===== config.mk =====
export PLATFORM = sky130hd
export DESIGN_NAME = sum_tx
export DESIGN_NICKNAME = d
export VERILOG_FILES = /design/src/rtl/sum_tx_pkg.sv /design/src/rtl/sum_tx_baud.sv /design/src/rtl/sum_tx.sv
export SDC_FILE = /design/constraint.sdc
export NUM_CORES = 1
export LEC_CHECK = 0
export BUFFER_PORTS_ARGS = -buffer_cell sky130_fd_sc_hd__buf_4
export CORE_UTILIZATION = 35
export DETAILED_ROUTE_END_ITERATION = 10
export SYNTH_ARGS = -nofsm -noshare
export SYNTH_HDL_FRONTEND = slang
export SYNTH_HIERARCHICAL = 1
export SYNTH_SLANG_ARGS = --single-unit

===== constraint.sdc =====
create_clock -name clk -period 3.65 [get_ports clk]
set_input_delay 0.73 -clock clk [delete_from_list [all_inputs] [get_ports clk]]
set_output_delay 0.73 -clock clk [all_outputs]
set_load 0.005 [all_outputs]

===== src/rtl/sum_tx_pkg.sv =====
// Shared types and constants for the sum_tx serial adder transmitter.
// Build option: define SUM_TX_PARITY_EN to add an even-parity bit.
package sum_tx_pkg;

    localparam int DATA_BITS        = 8;
    localparam int FRAME_BITS_NOPAR = 10;
    localparam int FRAME_BITS_PAR   = 11;

`ifdef SUM_TX_PARITY_EN
    localparam int FRAME_BITS = FRAME_BITS_PAR;

    typedef enum logic [2:0] {
        IDLE,
        START,
        DATA,
        PARITY,
        STOP
    } state_t;
`else
    localparam int FRAME_BITS = FRAME_BITS_NOPAR;

    typedef enum logic [2:0] {
        IDLE,
        START,
        DATA,
        STOP
    } state_t;
`endif

    // 9-bit sum: bit 8 is the carry-out
    function automatic logic [8:0] add9(
        input logic [7:0] x,
        input logic [7:0] y
    );
        return {1'b0, x} + {1'b0, y};
    endfunction

endpackage


===== src/rtl/sum_tx_baud.sv =====
// Bit-period counter for sum_tx: counts 0..CLKS_PER_BIT-1 while enabled
// and pulses bit_done on the last cycle of every bit.
module sum_tx_baud #(
    parameter int CLKS_PER_BIT = 4
) (
    input  logic clk,
    input  logic rst,
    input  logic en,
    output logic bit_done
);

    localparam int CW =
        (CLKS_PER_BIT > 1) ? $clog2(CLKS_PER_BIT) : 1;
    localparam logic [CW-1:0] LAST = CW'(CLKS_PER_BIT - 1);

    logic [CW-1:0] cnt;

    // Free-run while a frame is active, held at zero otherwise
    always_ff @(posedge clk or posedge rst) begin
        if (rst) begin
            cnt <= '0;
        end else if (!en || cnt == LAST) begin
            cnt <= '0;
        end else begin
            cnt <= cnt + 1'b1;
        end
    end

    assign bit_done = en && (cnt == LAST);

endmodule


===== src/rtl/sum_tx.sv =====
// Adds two bytes and transmits the sum as a UART-style frame.
// Build option: SUM_TX_PARITY_EN inserts an even-parity bit before STOP.
module sum_tx
    import sum_tx_pkg::*;
#(
    parameter int CLKS_PER_BIT = 4
) (
    input  logic       clk,
    input  logic       rst,
    input  logic [7:0] a,
    input  logic [7:0] b,
    input  logic       in_valid,
    output logic       in_ready,
    output logic       txd,
    output logic       busy,
    output logic       overflow
);

    state_t     state;
    state_t     state_next;
    logic [7:0] shreg;
    logic [2:0] bit_idx;
    logic       ready_q;
    logic       bit_done;
    logic       accept;
    logic       active;
    logic [8:0] sum9;
`ifdef SUM_TX_PARITY_EN
    logic       par_q;
`endif

    assign active = (state != IDLE);
    assign accept = in_valid && ready_q && (state == IDLE);
    assign sum9   = add9(a, b);

    sum_tx_baud #(
        .CLKS_PER_BIT(CLKS_PER_BIT)
    ) u_baud (
        .clk     (clk),
        .rst     (rst),
        .en      (active),
        .bit_done(bit_done)
    );

    // State register
    always_ff @(posedge clk or posedge rst) begin
        if (rst) begin
            state <= IDLE;
        end else begin
            state <= state_next;
        end
    end

    // Next-state and line/handshake outputs
    always_comb begin
        state_next = state;
        txd        = 1'b1;
        busy       = 1'b1;
        in_ready   = 1'b0;
        unique case (state)
            IDLE: begin
                busy     = 1'b0;
                in_ready = ready_q;
                if (accept) state_next = START;
            end
            START: begin
                txd = 1'b0;
                if (bit_done) state_next = DATA;
            end
            DATA: begin
                txd = shreg[0];
                if (bit_done && bit_idx == 3'd7) begin
`ifdef SUM_TX_PARITY_EN
                    state_next = PARITY;
`else
                    state_next = STOP;
`endif
                end
            end
`ifdef SUM_TX_PARITY_EN
            PARITY: begin
                txd = par_q;
                if (bit_done) state_next = STOP;
            end
`endif
            STOP: begin
                txd = 1'b1;
                if (bit_done) state_next = IDLE;
            end
            default: begin
                state_next = IDLE;
            end
        endcase
    end

    // Operand capture, data shifting and post-reset ready qualifier
    always_ff @(posedge clk or posedge rst) begin
        if (rst) begin
            ready_q  <= 1'b0;
            shreg    <= '0;
            bit_idx  <= '0;
            overflow <= 1'b0;
`ifdef SUM_TX_PARITY_EN
            par_q    <= 1'b0;
`endif
        end else begin
            ready_q <= 1'b1;
            if (accept) begin
                shreg    <= sum9[7:0];
                overflow <= sum9[8];
                bit_idx  <= '0;
`ifdef SUM_TX_PARITY_EN
                par_q    <= ^sum9[7:0];
`endif
            end else if (state == DATA && bit_done) begin
                shreg   <= shreg >> 1;
                bit_idx <= bit_idx + 3'd1;
            end
        end
    end

endmodule

**Yosys cells after proc, flatten, opt, wreduce, memory -nomap -nowiden**

Cells that the tools add are included.

- Bits in registers: 18

- $add $sub $neg: 3
- Equal/unequal tests: 9
- Multiplexer cells: 13
- Reduce and logical (&&, ||, !) cells: 11

Operator list:

| kind | number |
|---|---|
| two-way mux 3 bit | 6 |
| two-way mux 8 bit | 2 |
| case mux 3 bit (4 select lines) | 1 |
| adder 8 x 8 -> 9 bit | 1 |
| inequality test 2 bit, second input constant | 4 |
| == test 3 x 2 -> 1 bit, second input constant | 2 |
| logical AND 1 bit | 5 |
| AND reduction 4 bit | 1 |
| adder 3 x 1 -> 3 bit, second input constant | 1 |
| == test 3 x 1 -> 1 bit, second input constant | 1 |
| == test 3 bit, second input constant | 1 |
| zero test 3 bit | 1 |
| nonzero test 3 bit | 1 |
| adder 2 x 1 -> 2 bit, second input constant | 1 |
| == test 2 bit, second input constant | 1 |
| two-way mux 1 bit | 2 |
| two-way mux 2 bit | 1 |
| case mux 1 bit (2 select lines) | 1 |
| nonzero test 2 bit | 1 |
| zero test 1 bit | 1 |
| logical OR 1 bit | 1 |

**Longest topological paths before layout**

Gate-level depths: netlist (run 1).

- Word-level depth: 5
- Depth in mapped cells: 9

**By module**

The synthesis (run 1) kept the hierarchy.

Modules (own cells, without submodules):

| module | instances | cells an instance | area an instance (um^2) | sequential area each (um^2) |
|---|---|---|---|---|
| sum_tx | 1 | 118 | 1138.6 | 375.4 |
| sum_tx_baud | 1 | 7 | 95.1 | 50.0 |

**Least setup slack after synthesis (run 1)**

Ideal clock, no wire load.

- Kind: input-to-reg
- Start: input port a[0]
- End: register shreg[6]
- Arrival time: 2.069 ns
- Required time: 3.573 ns
- Path slack: 1.504 ns
- Stages on the path: 6
- Path buffers: 0
- Cell sequence: ha_1 > fa_1 > a21oi_1 > o211ai_1 > mux2_1 > o21ai_1

- Word-level cells in the longest chain between the ends: 2

RTL lines:

| what | line | RTL |
|---|---|---|
| start, declared | sum_tx.sv:10 | `input logic [7:0] a,` |
| adder 8 x 8 -> 9 bit | sum_tx_pkg.sv:35 | `return {1'b0, x} + {1'b0, y};` |
| two-way mux 8 bit | sum_tx.sv:108 | `if (accept) begin` |
| end signal, assigned | sum_tx.sv:109 | `shreg <= sum9[7:0];` |
| end signal, assigned | sum_tx.sv:116 | `shreg <= shreg >> 1;` |
| end, declared | sum_tx.sv:21 | `logic [7:0] shreg;` |

Every way passes these cells.
A chain may end at the register's enable or synchronous reset.

**Final worst setup path (run 1)**

- Start: register state[0]
- End: output port txd

- Word-level cells in the longest chain between the ends: 2
- Elaborated cells on any way between the ends: 3
- Those cells by class: 2 x eq/ne; 1 x mux

RTL lines:

| what | line | RTL |
|---|---|---|
| start, declared | sum_tx.sv:19 | `state_t state;` |
| start signal, assigned | sum_tx.sv:50 | `state <= state_next;` |
| == test 3 x 2 -> 1 bit / == test 3 x 1 -> 1 bit (equally long branches) | sum_tx.sv:60 | `unique case (state)` |
| case mux 1 bit (2 select lines) (*) | sum_tx.sv:60 |  |
| end, declared | sum_tx.sv:14 | `output logic txd,` |

Mark *: on every way between the ends. The rest lies on a longest branch, timed or not.

==> results of run 1 <==
## where the power goes
part           internal [uW]  switching (uW)
clock                   42.5            58.2
sequential               278            52.7
combinational            208             196
total                    529             307
## per-layer routing
layer	vias to the layer above	routed length (um)
li1	497	-
met1	445	1050
met2	21	1130
met3	2	75
met4	0	14
met5	-	0
## through the flow
step	setup slack, ns	std cells	utilization [%]
6_report	1.49	194	43.5
2_1_floorplan	1.50	125	-
4_1_cts	1.48	194	43.5
5_1_grt	1.35	194	43.5
3_3_place_gp	1.31	190	42.7
3_5_place_dp	1.28	190	42.7
## cell families (layout without fill, tap and decap cells)
kind of cell | after synthesis | in the layout
compound gates | 33 | 33
simple gates | 38 | 38
fa+ha+maj | 16 | 16
flops | 17 | 17
other cells | 1 | 1
mux | 9 | 9
buf+inv | 9 | 32
xor+xnor | 2 | 2
## sequential cells by signal (all words and copies together) (netlist names)
name and flops:
bit_idx 3, overflow 1, ready_q 1, shreg 8
state 2, u_baud/cnt 2
## area by class of cell
class                   instances  share of cell area, %
well taps                      46                   3.94
flip-flops and latches         17                   29.1
inverters                       6                   1.54
multi-input cells              99                   52.3
repair buffers                 22                   11.3
clock buffers                   4                   1.80
## cell usage after synthesis (3+ instances only)
cell	instances	share of area [%]
dfrtp_1	17	34
mux2i_1	4	3.2
nand2_1	12	3.7
ha_1	15	15
o21ai_0	5	2.0
nor2_1	5	1.5
mux2_1	3	2.7
nor3_1	3	1.2
o21ai_1	6	2.4
nand3_1	4	1.6
o211ai_1	3	1.8
a21oi_1	6	2.4
inv_1	6	1.8
nand2b_1	3	1.5
## worst reg2reg max path: stages (launching register included)
cell     delay (ns)
dfrtp_1        0.42
inv_1          0.10
ha_1           0.28
inv_1          0.11
and2_2         0.23
nand2_2        0.25
mux2_2         0.38
o21ai_0        0.15
nor3_1         0.06
## how the worst max path moves through the flow
stage | from | to | slack (ns) | depth (start not counted)
detailed placement | a[0] | overflow$_DFFE_PP0N_ | 1.28 | 7
floorplan | a[0] | shreg[6]$_DFFE_PP0P_ | 1.50 | 6
global placement | a[0] | shreg[6]$_DFFE_PP0P_ | 1.31 | 7
global route | state[0]$_DFFE_PP0P_ | txd | 1.35 | 5
finish | state[0]$_DFFE_PP0P_ | txd | 1.49 | 5
CTS | state[0]$_DFFE_PP0P_ | txd | 1.48 | 5
## cell usage in the layout (no fill, tap or decap), types with 2 or more instances in the layout
cell type	synthesis	layout
buf_4	0	22
dfrtp_1	17	17
ha_1	15	15
nand2_1	12	12
o21ai_1	6	6
a21oi_1	6	6
inv_1	6	6
nor2_1	5	5
o21ai_0	5	5
mux2i_1	4	4
nand3_1	4	4
o211ai_1	3	3
nor3_1	3	3
mux2_1	3	3
nand2b_1	3	3
clkbuf_4	0	3
and3_1	2	2
o31ai_1	2	2
xor2_1	2	2
==> impl_metrics.env, run 1 <==
export IMPL_status="complete, no violations"
export IMPL_clock_tree_htree_level_count=1
export IMPL_post_route_cell_area_um2=1460
export IMPL_placed_cell_area_um2=1440
export IMPL_cts_buffer_count=3
export IMPL_grt_setup_unrepaired="false"
export IMPL_port_buffers=22
export IMPL_y_dimension_of_the_die_um=61.4
export IMPL_cell_class_contributing_the_biggest_share_of_worst_path_delay="flip-flops"
export IMPL_synth_edf_count=0
export IMPL_detail_route_antenna_nets=0
export IMPL_first_pass_grt_wire_length_um=3840
export IMPL_worstHoldPathType="in -> async"
export IMPL_layout_skew_ns=0.00370
export IMPL_area_growth_syn_to_layout_pct=18.5
export IMPL_slew_viol_final=0
export IMPL_worst_setup_path_start_kind="flip-flop"
export IMPL_ys_async_sr_fraction_pct=100
export IMPL_worstReg2RegEnd="shreg[5]$_DFFE_PP0P_"
export IMPL_post_cts_buffers=0
export IMPL_final_net_count=184
export IMPL_fmax_mhz=462
export IMPL_timing_slew_headroom_pct=60.0
export IMPL_synthSimpleGateAreaFrac_pct=16.4
export IMPL_worst_ep_required_time_ns=2.92
export IMPL_finalWeightedCongestion=0.815
export IMPL_cts_buffer_depth=2
export IMPL_timing_critical_path_arrival_ns=1.43
export IMPL_globalRoute_busiestLayer="met2"
export IMPL_postCtsResizedCells=0
export IMPL_timing_final_crit_period_ns=2.16
export IMPL_numClockSinks=17
export IMPL_antenna_found_initial=0
export IMPL_clkSlewWorstSetupHoldPaths_ns=0.09
export IMPL_top_ff_cell_synth="dfrtp_1"
export IMPL_synth_compound_area_share_pct=18.9
export IMPL_final_report_hold_violation_count=0
export IMPL_avgSynthCellArea_um2=9.87
export IMPL_reg2regPathDepth=8
export IMPL_detailedRoute_firstPassIterationCount=4
export IMPL_gr_usage_all_layers_pct=13.8
export IMPL_setup_tns_final_ns=0
export IMPL_synthXorXnorAreaFrac_pct=1.42
export IMPL_grt_max_degree=18
export IMPL_initial_core_util_pct=36.7
export IMPL_yosysWarningCount=6
export IMPL_grt_util_met2_pct=25.0
export IMPL_synth_mux_area_fraction_pct=8.11
export IMPL_crit_path_end_kind="output pin"
export IMPL_vdd_drop_max_mv=0.131
export IMPL_ff_latch_area_um2=425
export IMPL_finalCritPeriodShare_pct=59.3
export IMPL_synth_lib_cells_used_distinct=43
export IMPL_post_layout_total_power_uw=836
export IMPL_worst_pin_slew_ns=0.599
export IMPL_cts_root_buf="clkbuf_4"
export IMPL_yosys_area_share_adder_pct=16.8
export IMPL_routed_via_density=4.97
export IMPL_critical_path_cell_chain="inv_1 -> ha_1 -> nand2_1 -> o21ai_0 -> buf_4"
export IMPL_seq_area_frac_synth_pct=34.5
export IMPL_critical_path_n_buffers_inverters=2
export IMPL_vias=965
export IMPL_post_cts_hold_buffer_count=0
export IMPL_mappedNetlistNets=160
export IMPL_route_detailed_drc=0
export IMPL_ys_ff_latch=17
export IMPL_routed_wire_length_per_instance_um=11.7
export IMPL_globalRouteMet1Util_pct=16.5
export IMPL_num_antenna_cells=0
export IMPL_rows=21
export IMPL_worstSkewPairLatency_ns=0.29
export IMPL_grt_overflow=0
export IMPL_synthesis_instances=125
export IMPL_cp_slowest_stage_delay_ns=0.42
export IMPL_globalRouteMet3Util_pct=1.26
export IMPL_drv_cap=0
export IMPL_design_die_area_um2=3770
export IMPL_layout_drive_gt1_share_pct=24.3
export IMPL_cp_max_fo=7
export IMPL_multi_input_area_um2=764
export IMPL_r2r_slack_ns=1.57
export IMPL_p_per_area_nw_per_um2=572
export IMPL_hold_ws_ns=0.288
export IMPL_layout_filler_cells=350
export IMPL_total_setup_violations_reported_at_the_end_of_the_flow=0
export IMPL_place_detailed_hpwl_um=1780
export IMPL_main_combinational_cell_family_by_area_after_synthesis="compound AO/OA/AOI/OAI gates"
export IMPL_leakage_uw=0.000706
export IMPL_dr_first_iter_drc_count=21
export IMPL_critical_path_slowest_cell="dfrtp_1"
export IMPL_tritoncts="yes"
export IMPL_netlist_area_um2=1230
export IMPL_grt_pass1_vias=942
export IMPL_r2r_start="state[0]$_DFFE_PP0P_"
export IMPL_timing_worst_setup_path_type="reg -> out"
export IMPL_pin_count=23
export IMPL_core_area_um2=3360
export IMPL_routed_wirelength_um=2270
export IMPL_dieWidth_um=61.4
Note: power is estimated with default switching activity, not from simulation.
==> inputs of run 2 (changes only) <==
- clock period: 3.65 -> 1.85 ns (I/O delays scaled with it)
==> impl_metrics.env, run 2 (synthesized netlist as in run 1, its figures left out) <==
export IMPL_rows=21
export IMPL_num_antenna_cells=0
export IMPL_vdd_drop_max_mv=0.300
export IMPL_route_detailed_drc=0
export IMPL_core_area_um2=3360
export IMPL_dr_first_iter_drc_count=15
export IMPL_vias=987
export IMPL_cts_buffer_count=3
export IMPL_crit_path_end_kind="output pin"
export IMPL_place_detailed_hpwl_um=1830
export IMPL_grt_pass1_vias=932
export IMPL_y_dimension_of_the_die_um=61.4
export IMPL_timing_worst_setup_path_type="reg -> out"
export IMPL_routed_via_density=4.89
export IMPL_total_setup_violations_reported_at_the_end_of_the_flow=0
export IMPL_drv_cap=0
export IMPL_dieWidth_um=61.4
export IMPL_leakage_uw=0.000743
export IMPL_registers_top_by_ff_count="shreg"
export IMPL_antenna_found_initial=0
export IMPL_clkSlewWorstSetupHoldPaths_ns=0.09
export IMPL_design_die_area_um2=3770
export IMPL_timing_final_crit_period_ns=1.76
export IMPL_final_report_hold_violation_count=0
export IMPL_cts_buffer_depth=2
export IMPL_slew_viol_final=0
export IMPL_worst_ep_required_time_ns=1.48
export IMPL_layout_cells_most_common="buf_4"
export IMPL_layout_skew_ns=0.000643
export IMPL_numClockSinks=17
export IMPL_cts_root_buf="clkbuf_4"
export IMPL_final_critical_path_setup_slack_ns=0.0901
export IMPL_placed_cell_area_um2=1470
export IMPL_fmax_mhz=568
export IMPL_reg_top3="shreg (8), bit_idx (3)"
export IMPL_timing_slew_headroom_pct=61.6
export IMPL_area_growth_syn_to_layout_pct=23.8
export IMPL_largest_reg_flops=8
export IMPL_detailedRoute_firstPassIterationCount=4
export IMPL_cp_max_fo=5
export IMPL_port_buffers=22
export IMPL_worstHoldPathType="in -> reg"
export IMPL_routed_wirelength_um=2310
export IMPL_layout_filler_cells=347
export IMPL_finalCritPeriodShare_pct=95.1
export IMPL_grt_max_degree=16
export IMPL_critical_path_slowest_cell="dfrtp_1"
export IMPL_initial_core_util_pct=36.7
export IMPL_p_per_area_nw_per_um2=1140
export IMPL_worstSkewPairLatency_ns=0.28
export IMPL_grt_overflow=0
export IMPL_final_cell_mix="buf_4 (29), dfrtp_1 (17), ha_1 (14)"
export IMPL_layout_drive_gt1_share_pct=28.8
export IMPL_stdcell_count=202
export IMPL_critical_path_cell_chain="inv_1 -> ha_1 -> buf_4 -> and2_1 -> buf_4"
export IMPL_pre_cts_slack_ns=-0.119
export IMPL_detail_route_antenna_nets=0
export IMPL_post_layout_total_power_uw=1740
export IMPL_clock_tree_htree_level_count=1
export IMPL_cp_slowest_stage_delay_ns=0.39
export IMPL_grt_setup_unrepaired="false"
export IMPL_cell_class_contributing_the_biggest_share_of_worst_path_delay="flip-flops"
export IMPL_number_of_placed_cells_counting_well_taps=195
export IMPL_post_route_cell_area_um2=1530
export IMPL_timing_critical_path_arrival_ns=1.39
export IMPL_critical_path_most_common_cell="buf_4"
export IMPL_first_pass_grt_wire_length_um=3900
export IMPL_status="complete, no violations"
export IMPL_finalWeightedCongestion=0.822
export IMPL_final_net_count=192
export IMPL_worst_setup_path_start_kind="flip-flop"
export IMPL_routed_wire_length_per_instance_um=11.4
export IMPL_worst_pin_slew_ns=0.576
export IMPL_tritoncts="yes"
export IMPL_setup_tns_final_ns=0
export IMPL_critical_path_n_buffers_inverters=3
export IMPL_gr_usage_all_layers_pct=14.1
export IMPL_pin_count=23
run 2: power breakdown:
part           internal [uW]  switching, uW  leakage (uW)
Combinational            478            414      0.000519
Clock                   83.7            110     0.0000150
Sequential               549            103      0.000209
Total                   1110            627      0.000743
run 2: path summary, 6_finish.rpt:
kind	endpoint	slack, ns	startpoint	cells past startpoint
worst max-delay path	in_ready	0.09	state[0]$_DFFE_PP0P_	5
worst min-delay path	shreg[0]$_DFFE_PP0P_	0.45	b[0]	4
worst max register to register	state[1]$_DFFE_PP0P_	0.10	state[0]$_DFFE_PP0P_	7
worst min register to register	u_baud/cnt[0]$_DFF_PP0_	0.46	u_baud/cnt[0]$_DFF_PP0_	1
max in group asynchronous	ready_q$_DFF_PP0_	0.77	rst	3
min in group asynchronous	u_baud/cnt[0]$_DFF_PP0_	0.50	rst	3
run 2: layout make-up:
cell class / count / area, um2 / share of cell area, %
Clock buffer: 4 / 26.3 / 1.72
Inverter: 6 / 22.5 / 1.47
Multi-Input combinational cell: 99 / 768 / 50.3
Sequential cell: 17 / 425 / 27.8
Tap cell: 46 / 57.6 / 3.77
Timing Repair Buffer: 30 / 228 / 14.9
run 2: metal layers:
metal  wire (um)  track usage [%]  up-vias  part of all wire (%)
met3          56             1.26        4                   2.4
met1        1090             17.4      447                    47
met4          48             6.67        0                   2.1
met5           0                0        -                     0
met2        1120             25.0       19                    48
li1            -                -      517                     -
run 2: timing repair:
action                     CTS  global route
setup buffers                0             2
gates resized for setup      0             3
hold endpoints to repair     2             0
hold buffers                 1             0
setup endpoints to repair    0             8
run 2: through the flow:
| stage | hold WS, ns | util (%) |
|---|---|---|
| after global placement | 0.234 | 43.8 |
| after global routing | 0.456 | 45.4 |
| after floorplan | 0.111 | - |
| after detailed placement | 0.243 | 43.8 |
| final | 0.446 | 45.4 |
| after CTS | 0.446 | 44.9 |
run 2: worst register-to-register path, cell delays in order (launching register included):
cell and delay, ns:
dfrtp_1 0.39, inv_1 0.07, ha_1 0.23, inv_2 0.08
and2_4 0.17, nand2_1 0.07, a221oi_2 0.28, mux2_1 0.35
==> inputs of run 3 (changes only) <==
==> constraint.sdc (replaced) <==
create_clock -name clk -period 1.85 [get_ports clk]
set_input_delay 0.37 -clock clk [delete_from_list [all_inputs] [get_ports clk]]
set_output_delay 0.37 -clock clk [all_outputs]
set_load 0.1 [all_outputs]
==> impl_metrics.env, run 3 (synthesized netlist as in run 1, its figures left out) <==
export IMPL_status="complete, no violations"
export IMPL_core_area_um2=3360
export IMPL_timing_critical_path_arrival_ns=1.95
export IMPL_worst_pin_slew_ns=0.555
export IMPL_route_detailed_drc=0
export IMPL_gr_usage_all_layers_pct=15.0
export IMPL_cts_buffer_depth=2
export IMPL_port_buffers=22
export IMPL_origin_of_the_worst_min_delay_path="b[0]"
export IMPL_post_route_cell_area_um2=1580
export IMPL_timing_final_crit_period_ns=1.78
export IMPL_timing_slew_headroom_pct=63.0
export IMPL_cp_slowest_stage_delay_ns=0.43
export IMPL_grt_pass1_vias=944
export IMPL_finalWeightedCongestion=0.824
export IMPL_globalRouteMet3Util_pct=2.52
export IMPL_cts_root_buf="clkbuf_4"
export IMPL_crit_path_end_kind="flip-flop"
export IMPL_tritoncts="yes"
export IMPL_area_growth_syn_to_layout_pct=27.7
export IMPL_setup_tns_final_ns=0
export IMPL_final_net_count=192
export IMPL_antenna_found_initial=0
export IMPL_worst_ep_required_time_ns=2.02
export IMPL_routed_wire_length_per_instance_um=12.2
export IMPL_finalCritPeriodShare_pct=96.4
export IMPL_final_report_hold_violation_count=0
export IMPL_placed_cell_area_um2=1490
export IMPL_routed_wirelength_um=2460
export IMPL_timing_worst_setup_path_type="reg -> reg"
export IMPL_r2r_start="state[0]$_DFFE_PP0P_"
export IMPL_globalRouteMet1Util_pct=17.2
export IMPL_critical_path_startpoint="state[0]$_DFFE_PP0P_"
export IMPL_numClockSinks=17
export IMPL_reg2regPathDepth=8
export IMPL_drv_cap=0
export IMPL_r2r_slack_ns=0.07
export IMPL_registers_top_by_ff_count="shreg"
export IMPL_detailedRoute_firstPassIterationCount=5
export IMPL_grt_util_met2_pct=26.7
export IMPL_pin_count=23
export IMPL_layout_drive_gt1_share_pct=32.1
export IMPL_vias=977
export IMPL_slew_viol_final=0
export IMPL_first_pass_grt_wire_length_um=4040
export IMPL_leakage_uw=0.000747
export IMPL_layout_skew_ns=0.00404
export IMPL_grt_max_degree=18
export IMPL_num_antenna_cells=0
export IMPL_routed_via_density=4.84
export IMPL_critical_path_n_buffers_inverters=2
export IMPL_grt_overflow=0
export IMPL_final_cell_mix="buf_4 (27), dfrtp_1 (16), ha_1 (13)"
export IMPL_worstHoldPathType="in -> reg"
export IMPL_vdd_drop_max_mv=0.334
export IMPL_dieWidth_um=61.4
export IMPL_clock_tree_htree_level_count=1
export IMPL_total_setup_violations_reported_at_the_end_of_the_flow=0
export IMPL_fmax_mhz=561
export IMPL_worst_hold_path_endpoint="shreg[0]$_DFFE_PP0P_"
export IMPL_design_die_area_um2=3770
export IMPL_cell_class_contributing_the_biggest_share_of_worst_path_delay="flip-flops"
export IMPL_worstReg2RegEnd="shreg[5]$_DFFE_PP0P_"
export IMPL_critical_path_cell_chain="inv_2 -> ha_4 -> clkinvlp_4 -> and2_4 -> nand2_2 -> mux2_2 -> o21ai_1 -> nor3_1"
export IMPL_p_per_area_nw_per_um2=1420
export IMPL_dr_first_iter_drc_count=32
export IMPL_y_dimension_of_the_die_um=61.4
export IMPL_globalRoute_busiestLayer="met2"
export IMPL_initial_core_util_pct=36.7
export IMPL_place_detailed_hpwl_um=1890
export IMPL_whs_path_depth=4
export IMPL_worstSkewPairLatency_ns=0.28
export IMPL_clkSlewWorstSetupHoldPaths_ns=0.10
export IMPL_reg_top3="shreg (8), bit_idx (3)"
export IMPL_rows=21
export IMPL_cts_buffer_count=3
export IMPL_worst_setup_path_start_kind="flip-flop"
export IMPL_largest_reg_flops=8
export IMPL_cp_max_fo=6
export IMPL_detail_route_antenna_nets=0
export IMPL_grt_setup_unrepaired="true"
export IMPL_layout_cells_most_common="buf_4"
export IMPL_critical_path_slowest_cell="dfrtp_1"
-- run 3: cell types whose count changed in the layout (fill, tap and decap cells not counted), sizes merged --
cell,before,now
inv,6,5
clkinvlp,0,1
-- run 3: power breakdown --
part           internal (uW)  switching, uW  leakage (uW)  total (uW)
logic                    569            806      0.000524        1370
clock network           83.7            110     0.0000150         194
registers                551            114      0.000208         665
total                   1200           1030      0.000747        2230
-- run 3: how the worst max path moves through the flow --
stage	cells past startpoint	slack (ns)	endpoint
after CTS	4	0.03	in_ready
final	8	0.07	shreg[5]$_DFFE_PP0P_
after global routing	7	-0.03	state[1]$_DFFE_PP0P_
after global placement	7	-0.1	shreg[6]$_DFFE_PP0P_
after floorplan	9	-0.38	shreg[6]$_DFFE_PP0P_
after detailed placement	7	-0.14	shreg[6]$_DFFE_PP0P_
-- run 3: worst reg2reg max path, stage by stage, from the launching register on --
cell	delay, ns
dfrtp_1	0.43
inv_2	0.12
ha_4	0.19
clkinvlp_4	0.10
and2_4	0.19
nand2_2	0.12
mux2_2	0.35
o21ai_1	0.12
nor3_1	0.05
-- run 3: final cells by class --
type	instances	area, um2
repair buffers	30	244
flip-flops and latches	17	427
inverters	6	26.3
well taps	46	57.6
fillers	361	1790
multi-input cells	99	795
clock buffers	4	26.3
-- run 3: what timing repair did --
| action | CTS | global route |
|---|---|---|
| pin swaps | 0 | 1 |
| endpoints found under the hold margin | 2 | 0 |
| gates resized for setup | 4 | 3 |
| buffers inserted | 0 | 3 |
| hold buffers | 1 | 0 |
| endpoints found under the setup margin | 1 | 6 |
-- run 3: layer usage --
metal | up-vias | wire length [um]
li1 | 511 | -
met1 | 441 | 1130
met2 | 21 | 1230
met3 | 4 | 70
met4 | 0 | 33
met5 | - | 0
-- run 3: per-stage QoR --
stage | hold slack [ns] | utilization (%) | instances | setup slack [ns] | total power [uW]
floorplan | 0.111 | - | 125 | -0.383 | 1650
global placement | 0.235 | 44.2 | 194 | -0.0963 | 1870
detailed placement | 0.243 | 44.2 | 194 | -0.144 | 1920
CTS | 0.447 | 45.9 | 199 | 0.0267 | 2180
global route | 0.465 | 46.8 | 202 | -0.0314 | 2410
finish | 0.457 | 46.8 | 202 | 0.0672 | 2230
